**config.mk**
```make
export PLATFORM = sky130hd
export DESIGN_NAME = ifetch_unit
export DESIGN_NICKNAME = d
export VERILOG_FILES = /design/src/rtl/ifetch_unit.sv
export SDC_FILE = /design/constraint.sdc
export NUM_CORES = 1
export LEC_CHECK = 0
export BUFFER_PORTS_ARGS = -buffer_cell sky130_fd_sc_hd__buf_2
export CAP_MARGIN = 25
export CORE_MARGIN = 2
export CORE_UTILIZATION = 45
export DETAILED_ROUTE_END_ITERATION = 8
export PLACE_DENSITY = 0.74
export SLEW_MARGIN = 40
export SYNTH_ARGS = -nofsm -noshare
export SYNTH_HDL_FRONTEND = slang
export SYNTH_SLANG_ARGS = --single-unit
export TNS_END_PERCENT = 30
```
**constraint.sdc**
```tcl
create_clock -name clk -period 2.5 [get_ports clk]
set_input_delay 0.25 -clock clk [delete_from_list [all_inputs] [get_ports clk]]
set_output_delay 0.25 -clock clk [all_outputs]
set_load 0.03 [all_outputs]
```
**src/rtl/ifetch_unit.sv**
```systemverilog
// Instruction fetch stage: holds the PC, fetches through a req/ack memory port
// with a timeout, and presents one instruction per execute window.
module ifetch_unit #(
    parameter logic [31:0] RESET_PC = 32'h0000_0000,
    parameter int unsigned TIMEOUT  = 255
) (
    input  logic        clk,
    input  logic        reset_n,
    output logic        imem_req,
    output logic [31:0] imem_addr,
    input  logic [31:0] imem_rdata,
    input  logic        imem_ack,
    output logic [31:0] instr,
    output logic        instr_valid,
    output logic [31:0] pc,
    output logic [31:0] pcplus4,
    input  logic        hold,
    input  logic        jump,
    input  logic        pcsrc,
    input  logic [31:0] pcbranch,
    output logic        fetch_err
);

    typedef enum logic [1:0] {
        IDLE,
        FETCH,
        EXEC,
        ERR
    } state_t;

    localparam logic [15:0] CNT_LAST = 16'(TIMEOUT - 1);

    state_t      state;
    logic [15:0] cnt;
    logic [31:0] next_pc;

    assign imem_addr = pc;
    assign pcplus4   = pc + 32'd4;

    // NOTE: every branch assigns next_pc, so no latch is inferred.
    always_comb begin
        if (jump)
            next_pc = {pcplus4[31:28], instr[25:0], 2'b00};
        else if (pcsrc)
            next_pc = pcbranch;
        else
            next_pc = pcplus4;
    end

    // imem_req, instr_valid and fetch_err are registered alongside the state so
    // they are glitch-free and drop asynchronously with reset_n.
    // NOTE: sequential state uses non-blocking assignments only.
    always_ff @(posedge clk or negedge reset_n) begin
        if (!reset_n) begin
            state       <= IDLE;
            pc          <= RESET_PC;
            instr       <= 32'h0;
            instr_valid <= 1'b0;
            imem_req    <= 1'b0;
            fetch_err   <= 1'b0;
            cnt         <= 16'h0;
        end else begin
            case (state)
                IDLE: begin
                    state    <= FETCH;
                    imem_req <= 1'b1;
                end
                FETCH: begin
                    if (imem_ack) begin
                        instr       <= imem_rdata;
                        cnt         <= 16'h0;
                        state       <= EXEC;
                        imem_req    <= 1'b0;
                        instr_valid <= 1'b1;
                    end else if (cnt == CNT_LAST) begin
                        cnt       <= 16'h0;
                        state     <= ERR;
                        imem_req  <= 1'b0;
                        fetch_err <= 1'b1;
                    end else begin
                        cnt <= cnt + 16'd1;
                    end
                end
                EXEC: begin
                    if (!hold) begin
                        pc          <= next_pc;
                        state       <= FETCH;
                        instr_valid <= 1'b0;
                        imem_req    <= 1'b1;
                    end
                end
                ERR: begin
                    // Only reset leaves the error state.
                    fetch_err <= 1'b1;
                end
                default: begin
                    state       <= IDLE;
                    imem_req    <= 1'b0;
                    instr_valid <= 1'b0;
                end
            endcase
        end
    end

endmodule

```
==> results.cfg, run 1 <==
[setup_path]
path_class = flip-flop to output port
path_max_fanout = 5
crit_required_ps = 2250
max_stage_delay_ps = 430
r2r_setup_slack_ps = 440
cp.arrival_ps = 2200
path_cells = ha_2 > nand3_4 > nor4_4 > and4_4 > xor2_1 > clkbuf_4
critPathCaptureType = output port
crit_slowest_cell = nor4_4
critPathLaunchType = flip-flop

[global_route]
grtUsageTotal = 0.243
busiest_layer = met2
met3_usage = 0.0470
use_met1 = 0.317
met2_usage = 0.407
antenna_found_initial = 1
grt_pass1_wl_um = 24900
grt_pass1_vias = 4839
gr-total-overflow = 0
grt_max_degree = 46

[cells_and_area]
multi_input_area_sq_um = 2730
fillers = 958
drive_gt1_frac = 0.434
syn_to_final_growth_pct = 26.9
nNetsFinal = 802
diodes = 0
area.sequential_sq_um = 2140
fin_cells = 876

[placed_design]
dp_hpwl_um = 11400
place_ws_ps = 273
finalWeightedCongestion = 0.800
dp_cells = 846
io_buffers = 200

[timing]
fmax_mhz = 408
period_minus_slack_ps = 2450
setup_slack_ps = 50.9
final_hold_viol_count = 0
setup_viol = 0
fin_worst_skew_ps = 5.42
drv_slew = 0
period_share = 0.980
tightestPinTransition_ps = 630
slew_headroom = 0.580

[cts]
htreeDepth = 3
numCtsBuffers = 9
clk_pin_slew_ps = 60
cts_tree = yes
clk_path_buf_depth = 2
clock-sinks = 85
root_buffer = clkbuf_16
worstSkewPairLatency_ps = 340

[run]
maxCapViolCount = 0

[floorplanning]
die_w_um = 113
die_h_um = 113
pin_count = 201
die_area_sq_um = 12700
initial_core_util = 0.463
coreArea_sq_um = 11500
rows = 39

[synthesis]
seq_area_frac_synth = 0.401
syn_nets = 630
ys_ff_latch = 85
avgSynthCellArea_sq_um = 9.53
synthTopCellsByArea = dfrtp_1, mux2_2, buf_4
synth_area_leader_cell = dfrtp_1
synthCells = 557
async_reset_ff_frac = 1.00
synth_common_cells = dfrtp_1, nand2_1, buf_4, mux2_2, clkbuf_1
synth_top_area_frac = 0.401
synthFlopType = dfrtp_1
synth_edf_count = 0
ys_warn_count = 0
netlist_area_sq_um = 5310
ys_types = 64
yosys.cell_count.top_type = dfrtp_1

[route]
post_drt_wl_per_cell_um = 18.4
dr.pass1.iters = 5
drtIter0Drc = 365
drt-total-wl_um = 16100
drc = 0
num_vias = 5149
vias_per_cell = 5.88
detail-route-antenna-nets = 0

[power_and_ir_drop]
p_total_uw = 2980
cellPowerDensity_nw_per_um2 = 442
power_leakage_uw = 0.00344
ir_drop_uv = 271

[run_status]
status = completed

[worst_hold_path]
hp-class = input port to flip-flop
==> path summary, 6_finish.rpt <==
path	start	to	depth (start not counted)
setup / recovery	imem_addr[3]$_DFFE_PN0P_	pcplus4[26]	6
hold / removal	imem_rdata[9]	instr[9]$_DFFE_PN0P_	2
setup reg to reg	cnt[0]$_DFFE_PN0P_	cnt[6]$_DFFE_PN0P_	7
hold reg to reg	fetch_err$_DFFE_PN0P_	fetch_err$_DFFE_PN0P_	1
max in group asynchronous	reset_n	imem_addr[11]$_DFFE_PN0P_	3
min in group asynchronous	reset_n	instr[1]$_DFFE_PN0P_	2
==> flip-flops by register name, indices dropped and copies added, names as in the netlist <==
register / cells
instr_valid: 1
fetch_err: 1
state: 2
cnt: 16
imem_req: 1
imem_addr: 32
instr: 32
==> timing repair <==
action                     in CTS  in global routing
hold endpoints to repair       44                  0
cloned                          0                  1
setup buffers                   0                 13
hold buffers                    1                  0
pin swaps                       0                  4
setup endpoints to repair       5                 10
gates resized for setup         5                 17
==> metrics by stage <==
step                      setup TNS, ps  cell area, sq um   util  hold WS, ps
after floorplan                    -506              5320      -        -45.6
after global placement                0              6260  0.546          291
after detailed placement              0              6260  0.546          298
after CTS                             0              6600  0.575          135
after global routing              -31.5              6740  0.587          131
final                                 0              6740  0.587          140
==> routing by layer <==
layer	vias up	part of all wire
met5	-	0
met4	0	0.023
met3	30	0.065
met2	213	0.50
met1	2509	0.42
li1	2397	-
==> critical path, delay by kind of cell, from the launching register on <==
| kind | cells | cell delay, ps |
|---|---|---|
| AND/OR/NAND/NOR | 3 | 850 |
| flip-flops | 1 | 370 |
| adder cells (fa/ha/maj) | 1 | 250 |
| buffers and inverters | 1 | 220 |
| XOR/XNOR | 1 | 190 |
==> final cells by class <==
| type | count | area share |
|---|---|---|
| clock buffers | 11 | 0.0360 |
| flip-flops and latches | 85 | 0.318 |
| clock inverters | 4 | 0.0108 |
| inverters | 12 | 0.00669 |
| well taps | 143 | 0.0266 |
| multi-input cells | 384 | 0.406 |
| repair buffers | 237 | 0.196 |
==> placed cells by master, fill, tap and decap left out, types with 6 or more instances in the layout <==
| master | synthesis | routed |
|---|---|---|
| o211ai_1 | 10 | 10 |
| o2bb2ai_1 | 8 | 8 |
| nand3b_1 | 7 | 7 |
| dfrtp_1 | 85 | 73 |
| nand3_1 | 13 | 12 |
| o22ai_1 | 6 | 6 |
| a21oi_1 | 20 | 20 |
| buf_2 | 8 | 197 |
| nor4_1 | 8 | 8 |
| nand4_1 | 19 | 19 |
| clkbuf_16 | 0 | 9 |
| mux2_2 | 32 | 32 |
| nand2_1 | 49 | 49 |
| dfrtp_2 | 0 | 12 |
| and4_1 | 7 | 6 |
| xor2_1 | 11 | 11 |
| a31oi_1 | 19 | 19 |
| a222oi_1 | 7 | 7 |
| inv_1 | 12 | 12 |
| nor3_1 | 18 | 18 |
| xnor2_1 | 17 | 16 |
| o21ai_0 | 25 | 25 |
| a22o_1 | 9 | 9 |
| buf_4 | 35 | 33 |
| a22oi_1 | 7 | 7 |
| and3_1 | 10 | 10 |
| nor2_1 | 19 | 19 |
==> where the power goes <==
| group | switching [uW] | internal [uW] |
|---|---|---|
| clock | 548 | 896 |
| sequential | 0 | 1380 |
| combinational | 95.4 | 62.8 |
| total | 644 | 2330 |
==> cells by family (layout without fill, tap and decap cells) <==
kind of cell | count (synthesis) | after routing | share of synthesized area
XOR/XNOR | 28 | 28 | 0.0462
AO/OA/AOI/OAI | 139 | 139 | 0.183
adder cells (fa/ha/maj) | 3 | 3 | 0.00707
AND/OR/NAND/NOR | 180 | 180 | 0.200
buffers and inverters | 88 | 264 | 0.0907
multiplexers | 34 | 34 | 0.0716
flip-flops | 85 | 85 | 0.401
Note: power is estimated with default switching activity, not from simulation.
==> run 2, diff against run 1 <==
Settings changed: BUFFER_PORTS_ARGS -buffer_cell sky130_fd_sc_hd__buf_2 to -buffer_cell sky130_fd_sc_hd__clkbuf_2, GPL_TIMING_DRIVEN from default to 0.
==> run 2 against run 1 <==
Effect of this change:
- sequential power is essentially flat
- critical endpoint is now pcplus4[29]
- sequential share of layout area shrank 1.5 points
- largest cell class unchanged
- clock power shrank 9.7%
- flip-flop and latch count is the same
- highest routed layer unchanged
- utilization grew 2.7 points
- hold slack gained 2.3 ps
==> results.cfg, run 2 (synthesis results as in run 1) <==
[cells_and_area]
syn_to_final_growth_pct = 32.8
finish.utilization = 0.615
final_cell_mix = clkbuf_2, dfrtp_1, buf_4
diodes = 0
fillers = 1001
area.sequential_sq_um = 2140
final_common_cell = clkbuf_2
drive_gt1_frac = 0.434
nNetsFinal = 860
multi_input_area_sq_um = 2750

[power_and_ir_drop]
cellPowerDensity_nw_per_um2 = 402
power_leakage_uw = 0.00356
p_total_uw = 2830
ir_drop_uv = 324

[timing]
setup_viol = 0
hold_ws_ps = 143
final_hold_viol_count = 0
drv_slew = 0
rsz0062_at_grt = yes
period_minus_slack_ps = 2440
fmax_mhz = 410
fin_worst_skew_ps = 9.33
tightestPinTransition_ps = 737
period_share = 0.974
slew_headroom = 0.509

[run_status]
status = completed

[placed_design]
finalWeightedCongestion = 0.987
io_buffers = 199
dp_hpwl_um = 12600

[global_route]
antenna_found_initial = 0
grt_pass1_wl_um = 26700
grt_pass1_vias = 5312
grt_max_degree = 44
grtUsageTotal = 0.263
gr-total-overflow = 0

[cts]
worstSkewPairLatency_ps = 340
root_buffer = clkbuf_16
numCtsBuffers = 9
htreeDepth = 3
cts_tree = yes
clk_path_buf_depth = 2
clock-sinks = 85
clk_pin_slew_ps = 70

[floorplanning]
die_area_sq_um = 12700
die_w_um = 113
coreArea_sq_um = 11500
initial_core_util = 0.463
die_h_um = 113
pin_count = 201
rows = 39

[setup_path]
critPathLaunchType = flip-flop
path_class = flip-flop to output port
r2r_setup_slack_ps = 210
crit_required_ps = 2250
rr_endpoint = imem_addr[6]$_DFFE_PN0P_
reg2reg_from = state[1]$_DFFE_PN0P_
cp.arrival_ps = 2190
path_max_fanout = 7
reg2regPathDepth = 6
critPathCaptureType = output port

[worst_hold_path]
worstHoldStart = imem_rdata[10]
holdPathStages = 2
holdPathEnd = instr[10]$_DFFE_PN0P_
hp-class = input port to flip-flop

[route]
vias_per_cell = 5.87
dr.pass1.iters = 7
drtIter0Drc = 420
drt-total-wl_um = 17400
num_vias = 5490
detail-route-antenna-nets = 0
drc = 0
post_drt_wl_per_cell_um = 18.6

[run]
maxCapViolCount = 0
[run 2: how the worst max path moves through the flow]
stage | endpoint | depth (start not counted) | from | slack (ps)
after CTS | pcplus4[29] | 7 | imem_addr[11]$_DFFE_PN0P_ | -30
after global placement | pcplus4[30] | 6 | imem_addr[2]$_DFFE_PN0P_ | -130
after detailed placement | pcplus4[30] | 6 | imem_addr[3]$_DFFE_PN0P_ | -140
after global routing | pcplus4[26] | 6 | imem_addr[18]$_DFFE_PN0P_ | -10
after floorplan | pcplus4[20] | 5 | imem_addr[2]$_DFFE_PN0P_ | -120
final | pcplus4[29] | 7 | imem_addr[16]$_DFFE_PN0P_ | 60
[run 2: layer usage]
| layer | vias to the layer above | track usage | routed length [um] |
|---|---|---|---|
| met5 | - | 0 | 0 |
| met4 | 0 | 0.0854 | 302 |
| met3 | 30 | 0.0464 | 1480 |
| met2 | 309 | 0.443 | 8620 |
| met1 | 2634 | 0.343 | 6940 |
| li1 | 2517 | - | - |
[run 2: cell type report]
class | count | area share
Inverter | 12 | 0.00639
Sequential cell | 85 | 0.303
Buffer | 74 | 0.0646
Clock inverter | 3 | 0.00284
Clock buffer | 13 | 0.0369
Timing Repair Buffer | 221 | 0.170
Tap cell | 143 | 0.0254
Multi-Input combinational cell | 384 | 0.391
[run 2: worst max-delay path, stage by stage (launching register included)]
cell and delay (ps):
dfrtp_1 510, nand4_1 140, buf_4 180, nor4_4 280, buf_4 210, and3_1 200, xor2_1 150, buf_4 180
[run 2: repair_timing]
action	in CTS	in global routing
hold endpoints to repair	42	0
hold buffers	1	0
setup buffers	6	14
endpoints found under the setup margin	18	15
resized for setup	14	15
pin swaps	5	7
[run 2: stage by stage]
step | cell area, sq um | setup TNS, ps | cells | worst slack, ps
final | 7050 | 0 | 935 | 63.8
after global routing | 7050 | -25.0 | 935 | -15.0
after global placement | 6490 | -467 | 899 | -127
after CTS | 6920 | -36.4 | 922 | -28.4
after detailed placement | 6530 | -486 | 900 | -145
after floorplan | 5320 | -506 | 557 | -124
[run 2: where the power goes]
group	switching (uW)	internal, uW	leakage, uW	total (uW)
clock	567	728	0.000132	1300
sequential	0	1370	0.00111	1370
combinational	100	64.0	0.00232	164
total	667	2170	0.00356	2830
